## src/rtl/serializer_with_counter.sv

```systemverilog
// serializer_with_counter: frames a stream of parallel words onto a serial line.
// A frame is one start bit and then DATA_LENGTH data bits, sent LSB first.
// Each word is WORD_SIZE bits wide. RCO asks the source for the next word one
// cycle before that word is needed. The final word may be truncated.
module serializer_with_counter #(
  parameter int unsigned DATA_LENGTH = 16,
  parameter int unsigned WORD_SIZE   = 8,
  parameter logic        START_BIT   = 1'b0,
  parameter logic        IDLE_BIT    = 1'b1
) (
  input  logic                 clock,
  input  logic                 reset,
  input  logic                 start,
  input  logic [WORD_SIZE-1:0] data_in,
  output logic                 data_out,
  output logic                 busy,
  output logic                 RCO,
  output logic                 done
);

  // Counter widths are kept at least one bit, so that degenerate parameters still elaborate.
  localparam int unsigned BIT_W = (WORD_SIZE > 1) ? $clog2(WORD_SIZE) : 1;
  localparam int unsigned CNT_W = (DATA_LENGTH > 1) ? $clog2(DATA_LENGTH) : 1;

  localparam logic [BIT_W-1:0] BIT_LAST = BIT_W'(WORD_SIZE - 1);
  localparam logic [BIT_W-1:0] BIT_ONE  = BIT_W'(1);
  localparam logic [BIT_W-1:0] BIT_ZERO = {BIT_W{1'b0}};
  localparam logic [CNT_W-1:0] CNT_LAST = CNT_W'(DATA_LENGTH - 1);
  localparam logic [CNT_W-1:0] CNT_ONE  = CNT_W'(1);
  localparam logic [CNT_W-1:0] CNT_ZERO = {CNT_W{1'b0}};

  typedef enum logic [1:0] {
    ST_IDLE  = 2'd0,
    ST_START = 2'd1,
    ST_DATA  = 2'd2
  } state_t;

  state_t               state_q, state_d;
  logic [WORD_SIZE-1:0] shreg_q, shreg_d;
  logic [BIT_W-1:0]     bit_cnt_q, bit_cnt_d;
  logic [CNT_W-1:0]     data_cnt_q, data_cnt_d;
  logic                 data_out_q, data_out_d;
  logic                 rco_q, rco_d;
  logic                 done_q, done_d;
  logic                 last_bit_s;
  logic                 word_end_s;

  // Next-state logic: sequencing, word reload on RCO and the two bit counters.
  always_comb begin
    state_d    = state_q;
    shreg_d    = shreg_q;
    bit_cnt_d  = bit_cnt_q;
    data_cnt_d = data_cnt_q;
    last_bit_s = (data_cnt_q == CNT_LAST);
    word_end_s = (bit_cnt_q == BIT_LAST);
    case (state_q)
      ST_IDLE: begin
        if (start) begin
          state_d    = ST_START;
          shreg_d    = data_in;
          bit_cnt_d  = BIT_ZERO;
          data_cnt_d = CNT_ZERO;
        end else begin
          state_d = ST_IDLE;
        end
      end
      ST_START: begin
        state_d = ST_DATA;
      end
      ST_DATA: begin
        if (last_bit_s) begin
          // The final bit ends the frame. data_in is ignored here, even on a word boundary.
          state_d    = ST_IDLE;
          bit_cnt_d  = BIT_ZERO;
          data_cnt_d = CNT_ZERO;
        end else begin
          data_cnt_d = data_cnt_q + CNT_ONE;
          if (word_end_s) begin
            // The next word replaces the shift when the current word's last bit leaves.
            bit_cnt_d = BIT_ZERO;
            shreg_d   = data_in;
          end else begin
            bit_cnt_d = bit_cnt_q + BIT_ONE;
            shreg_d   = shreg_q >> 1;
          end
        end
      end
      default: begin
        state_d    = ST_IDLE;
        shreg_d    = {WORD_SIZE{1'b0}};
        bit_cnt_d  = BIT_ZERO;
        data_cnt_d = CNT_ZERO;
      end
    endcase
  end

  // Output decode is taken from the next-state values, so each output is a flop of its own.
  always_comb begin
    data_out_d = IDLE_BIT;
    rco_d      = 1'b0;
    done_d     = 1'b0;
    case (state_d)
      ST_IDLE: begin
        data_out_d = IDLE_BIT;
      end
      ST_START: begin
        data_out_d = START_BIT;
      end
      ST_DATA: begin
        data_out_d = shreg_d[0];
        rco_d      = (bit_cnt_d == BIT_LAST);
        done_d     = (data_cnt_d == CNT_LAST);
      end
      default: begin
        data_out_d = IDLE_BIT;
      end
    endcase
  end

  // State and output registers. Reset aborts any frame at once and forces the idle line level.
  always_ff @(posedge clock or posedge reset) begin
    if (reset) begin
      state_q    <= ST_IDLE;
      shreg_q    <= {WORD_SIZE{1'b0}};
      bit_cnt_q  <= BIT_ZERO;
      data_cnt_q <= CNT_ZERO;
      data_out_q <= IDLE_BIT;
      rco_q      <= 1'b0;
      done_q     <= 1'b0;
    end else begin
      state_q    <= state_d;
      shreg_q    <= shreg_d;
      bit_cnt_q  <= bit_cnt_d;
      data_cnt_q <= data_cnt_d;
      data_out_q <= data_out_d;
      rco_q      <= rco_d;
      done_q     <= done_d;
    end
  end

  // busy is high through the whole frame. In idle it follows start directly, to acknowledge the request at once.
  always_comb begin
    if (state_q != ST_IDLE) begin
      busy = 1'b1;
    end else begin
      busy = start;
    end
  end

  assign data_out = data_out_q;
  assign RCO      = rco_q;
  assign done     = done_q;

endmodule

```

## config.mk

```make
export PLATFORM = sky130hd
export DESIGN_NAME = serializer_with_counter
export DESIGN_NICKNAME = d
export VERILOG_FILES = /design/src/rtl/serializer_with_counter.sv
export SDC_FILE = /design/constraint.sdc
export NUM_CORES = 1
export LEC_CHECK = 0
export CAP_MARGIN = 40
export CORE_ASPECT_RATIO = 1.25
export CORE_MARGIN = 2
export CORE_UTILIZATION = 40
export CTS_CLUSTER_SIZE = 25
export DETAILED_ROUTE_END_ITERATION = 16
export MAX_ROUTING_LAYER = met4
export PLACE_DENSITY = 0.63
export SLEW_MARGIN = 20
export SYNTH_ARGS = -nofsm -noshare
export SYNTH_HDL_FRONTEND = slang
export SYNTH_SLANG_ARGS = --single-unit
```

## constraint.sdc

```tcl
create_clock -name clock -period 2.15 [get_ports clock]
set_input_delay 0.43 -clock clock [delete_from_list [all_inputs] [get_ports clock]]
set_output_delay 0.43 -clock clock [all_outputs]
set_load 0.02 [all_outputs]
```

* Word-level counts from Yosys, hierarchy flattened
Cells that the tools add are included.
** Operators by class
- Add/sub/neg operators :: 2
- Reductions and logical operators :: 3
- Multiplexer cells :: 18
- Bitwise operators :: 1
- Equal/unequal tests :: 10
** Operators by type and width (number)
- 2-to-1 mux 8 bit :: 3
- case mux 8 bit (3 select lines) :: 1
- case mux 4 bit (3 select lines) :: 1
- 2-to-1 mux 3 bit :: 3
- case mux 3 bit (3 select lines) :: 1
- equality test 4 bit (second input constant) :: 2
- 2-to-1 mux 4 bit :: 2
- equality test 3 bit (second input constant) :: 2
- case mux 2 bit (3 select lines) :: 1
- adder 4 x 1 -> 4 bit (second input constant) :: 1
- equality test 2 x 1 -> 1 bit (second input constant) :: 2
- equality test 2 bit (second input constant) :: 2
- 2-to-1 mux 1 bit :: 4
- inequality test 2 bit (second input constant) :: 2
- adder 3 x 1 -> 3 bit (second input constant) :: 1
- AND reduction 3 bit :: 1
- zero test 2 bit :: 1
- 2-to-1 mux 2 bit :: 1
- case mux 1 bit (2 select lines) :: 1
- nonzero test 2 bit :: 1
- inverter 1 bit :: 1
** Storage, ports and cells
- Word-level logic and storage cells :: 42
- Bits in registers :: 20

* Logic depth before layout (Yosys ltp)
- Word-level depth :: 6
- Mapped depth :: 6

* Least setup slack after synthesis
OpenSTA, ideal clock, no wires.
- Kind :: register to register
- Start :: register bit_cnt_q[0]
- End :: register rco_q (netlist: RCO)
- Slack :: 0.633 ns
- Path buffers :: 0
- Library setup time :: 0.087 ns
- Data arrival time :: 1.430 ns
- Cell stages (with the launch flop) :: 6
- Cells stage by stage :: dfrtp_1 > ha_1 > ha_1 > nor3b_4 > a22oi_2 > a211oi_2
** Between the ends
- Word-level cells in the longest chain between the ends :: 6
** RTL lines
- from (decl) :: line 40 : logic [BIT_W-1:0] bit_cnt_q, bit_cnt_d;
- from (signal assigned) :: line 133 : bit_cnt_q <= bit_cnt_d;
- adder 3 x 1 -> 3 bit or equality test 3 bit (tied branches) :: line 83, 55
- 2-to-1 mux 3 bit :: line 78 : if (word_end_s) begin
- 2-to-1 mux 3 bit :: line 71 : if (last_bit_s) begin
- case mux 3 bit (3 select lines) (*) :: line 56 : case (state_q)
- equality test 3 bit (*) :: line 111 : rco_d = (bit_cnt_d == BIT_LAST);
- 2-to-1 mux 1 bit (*) :: line 102 : case (state_d)
- net rco_d :: line 43 : logic rco_q, rco_d;
- to (signal assigned) :: line 136 : rco_q <= rco_d;
- to (decl) :: line 43
The timed path passes the listed nets; every way through them passes the cells marked *.
A chain may end at the register's enable or synchronous reset.

* Worst setup path after layout
- Start :: input port start
- End :: output port busy
** Between the ends
- Word-level cells in the longest chain between the ends :: 1
** RTL lines
- from (decl) :: line 13 : input logic start,
- 2-to-1 mux 1 bit :: line 143 : if (state_q != ST_IDLE) begin
- to (decl) :: line 16 : output logic busy,
Every way passes these cells.

==> results.json <==
{
  "status": "complete, no violations",
  "required_ps": 1720,
  "cts_buffers": 3,
  "crit_arrival_ps": 1570,
  "cts-root-buf": "clkbuf_4",
  "relSlewSlack": 0.722,
  "grt_max_degree": 21,
  "powerDensity_mw_per_mm2": 1180,
  "die_w_um": 49.2,
  "via_per_inst": 5.22,
  "ys_ff_latch": 20,
  "maxCapViolCount": 0,
  "portBuffers": 14,
  "drt-pass1-iter-count": 4,
  "final_layout_size_suffix_gt1_frac": 0.260,
  "drc": 0,
  "hold_viol": 0,
  "synth_most_common_cell": "dfrtp_1",
  "layoutNonFillerInstCount": 133,
  "yosys.area.top_type": "dfrtp_1",
  "routed_wl_mm": 1.86,
  "crit_fanout": 2,
  "synth-main-ff-cell": "dfrtp_1",
  "hpwl_mm": 1.41,
  "via_count": 694,
  "antenna_found_initial": 0,
  "final_area_sq_mm": 0.00125,
  "drt-initial-drc-count": 21,
  "ys_types": 39,
  "synth_top_area_frac": 0.465,
  "cts_sinks": 20,
  "cts_tree": "yes",
  "htreeDepth": 1,
  "synth_nets": 94,
  "diodes": 0,
  "worst-setup-path-type": "primary input to primary output",
  "final.min_clock_period_ps": 2000,
  "yosys_warnings": 0,
  "seq_area_sq_um": 503,
  "grt_pass1_vias": 721,
  "post-route-util": 0.517,
  "routedWlPerCell_um": 14.0,
  "multiInputGateArea_sq_um": 502,
  "grt_pass1_wl_mm": 3.26,
  "placed_area_sq_mm": 0.00122,
  "clk_path_buf_depth": 2,
  "pin_count": 15,
  "num-fill-cells": 223,
  "drtAntennaViolNets": 0,
  "dieArea_sq_mm": 0.00298,
  "clk_latency_ps": 300,
  "synth-edff-count": 0,
  "synth_area_leaders": "dfrtp_1 (47%), a221o_1 (5.9%), nor2b_1 (4.3%)",
  "finClkSkew_ps": 2.83,
  "holdCritPathClass": "primary input to asynchronous set/reset pin",
  "coreArea_sq_mm": 0.00243,
  "startpoint_type": "primary input",
  "async_flop_share": 1.00,
  "ys_seq_area_frac": 0.491,
  "syn-mean-instance-area_sq_um": 12.8,
  "path_clk_slew_ps": 110,
  "worstMarginPinSlew_ps": 417,
  "setup_violations": 0,
  "grt.total_usage": 0.150,
  "post-route-period-util": 0.932,
  "postCtsHoldBufs": 0,
  "vdd_drop_max_uv": 642,
  "syn_area_sq_mm": 0.00102,
  "postSynthCellCount": 80,
  "die_h_um": 60.5,
  "end_kind": "primary output",
  "syn2layout_area_growth_pct": 22.8,
  "fmax_ghz": 0.499,
  "start_util": 0.421,
  "dpl.cell_count": 129,
  "overflow": 0,
  "p_leak_uw": 0.000562,
  "synth_commonest_cells": "dfrtp_1 (19), nor2b_1 (7), a221o_1 (6)",
  "rsz0062_at_grt": "no",
  "drv_slew": 0,
  "nets": 115,
  "gp_congestion": 0.737,
  "num_rows": 20
}
-- state kept, by name, indices dropped and copies added (netlist names) --
signal	flops
RCO	1
bit_cnt_q	3
data_cnt_q	4
data_out	1
done	1
shreg_q	8
state_q	2
-- per-stage QoR --
step / TNS [ps] / total power, uW / worst slack (ps) / hold WS [ps]
after floorplan: 0 / 1100 / 633 / 393
after global placement: -66.2 / 1250 / -66.2 / 485
after detailed placement: -74.0 / 1270 / -74.0 / 486
after CTS: 0 / 1490 / 143 / 441
after global routing: 0 / 1590 / 105 / 482
final: 0 / 1480 / 147 / 435
-- per-layer routing --
metal	vias up	routed length [um]	global-route usage	share of wire
met1	335	848	0.186	0.46
met5	-	0	-	0
met4	0	26	0.0816	0.014
met2	12	952	0.243	0.51
li1	343	-	-	-
met3	4	36	0.0148	0.019
-- worst paths after layout --
path                         startpoint  slack, ps            to  cells past startpoint
hold reg to reg              shreg_q[7]        520    shreg_q[6]                      1
setup reg to reg           bit_cnt_q[0]        440           RCO                      5
setup / recovery                  start        150          busy                      3
min in group clock           shreg_q[7]        520    shreg_q[6]                      1
hold / removal                    reset        440  bit_cnt_q[0]                      3
max in group asynchronous         reset       1450      data_out                      3
-- kinds of logic after synthesis --
group,after synthesis,share of synthesized area
AOI/OAI and AO/OA,22,0.206
adders and majority gates,3,0.0367
buffers and inverters,5,0.0184
DFF,20,0.491
muxes,4,0.0441
and+or+nand+nor,26,0.204
-- area by class of cell --
type                    instances  area share
clock buffers                   4      0.0289
inverters                       5      0.0150
multi-input cells              55       0.400
flip-flops and latches         20       0.401
well taps                      33      0.0329
repair buffers                 16       0.123
-- power by group --
part | switching [uW] | internal, uW | total, uW
sequential | 113 | 513 | 626
combinational | 314 | 319 | 633
clock | 116 | 103 | 219
total | 543 | 935 | 1480
-- cells in the final DEF, fill, tap and decap left out, drive strengths merged, types with 2 or more instances in the layout --
cell / count
nor3b: 3
mux2i: 3
nand2: 2
a31oi: 2
a22o: 3
dfrtp: 19
nor2b: 7
or2: 2
and2: 2
buf: 2
and2b: 2
nand3: 2
a22oi: 3
a221o: 6
clkbuf: 4
clkdlybuf4s50: 13
o21ai: 2
inv: 5
nand2b: 3
ha: 3
-- what timing repair did --
item | in CTS | in global routing
buffers inserted | 0 | 0
endpoints found under the setup margin | 1 | 0
resized for setup | 2 | 0
-- critical path, cell delays in order --
cell and delay (ps):
clkdlybuf4s50_1 410, or3_2 400, dlygate4sd2_1 330
(Power assumes the default switching activity.)
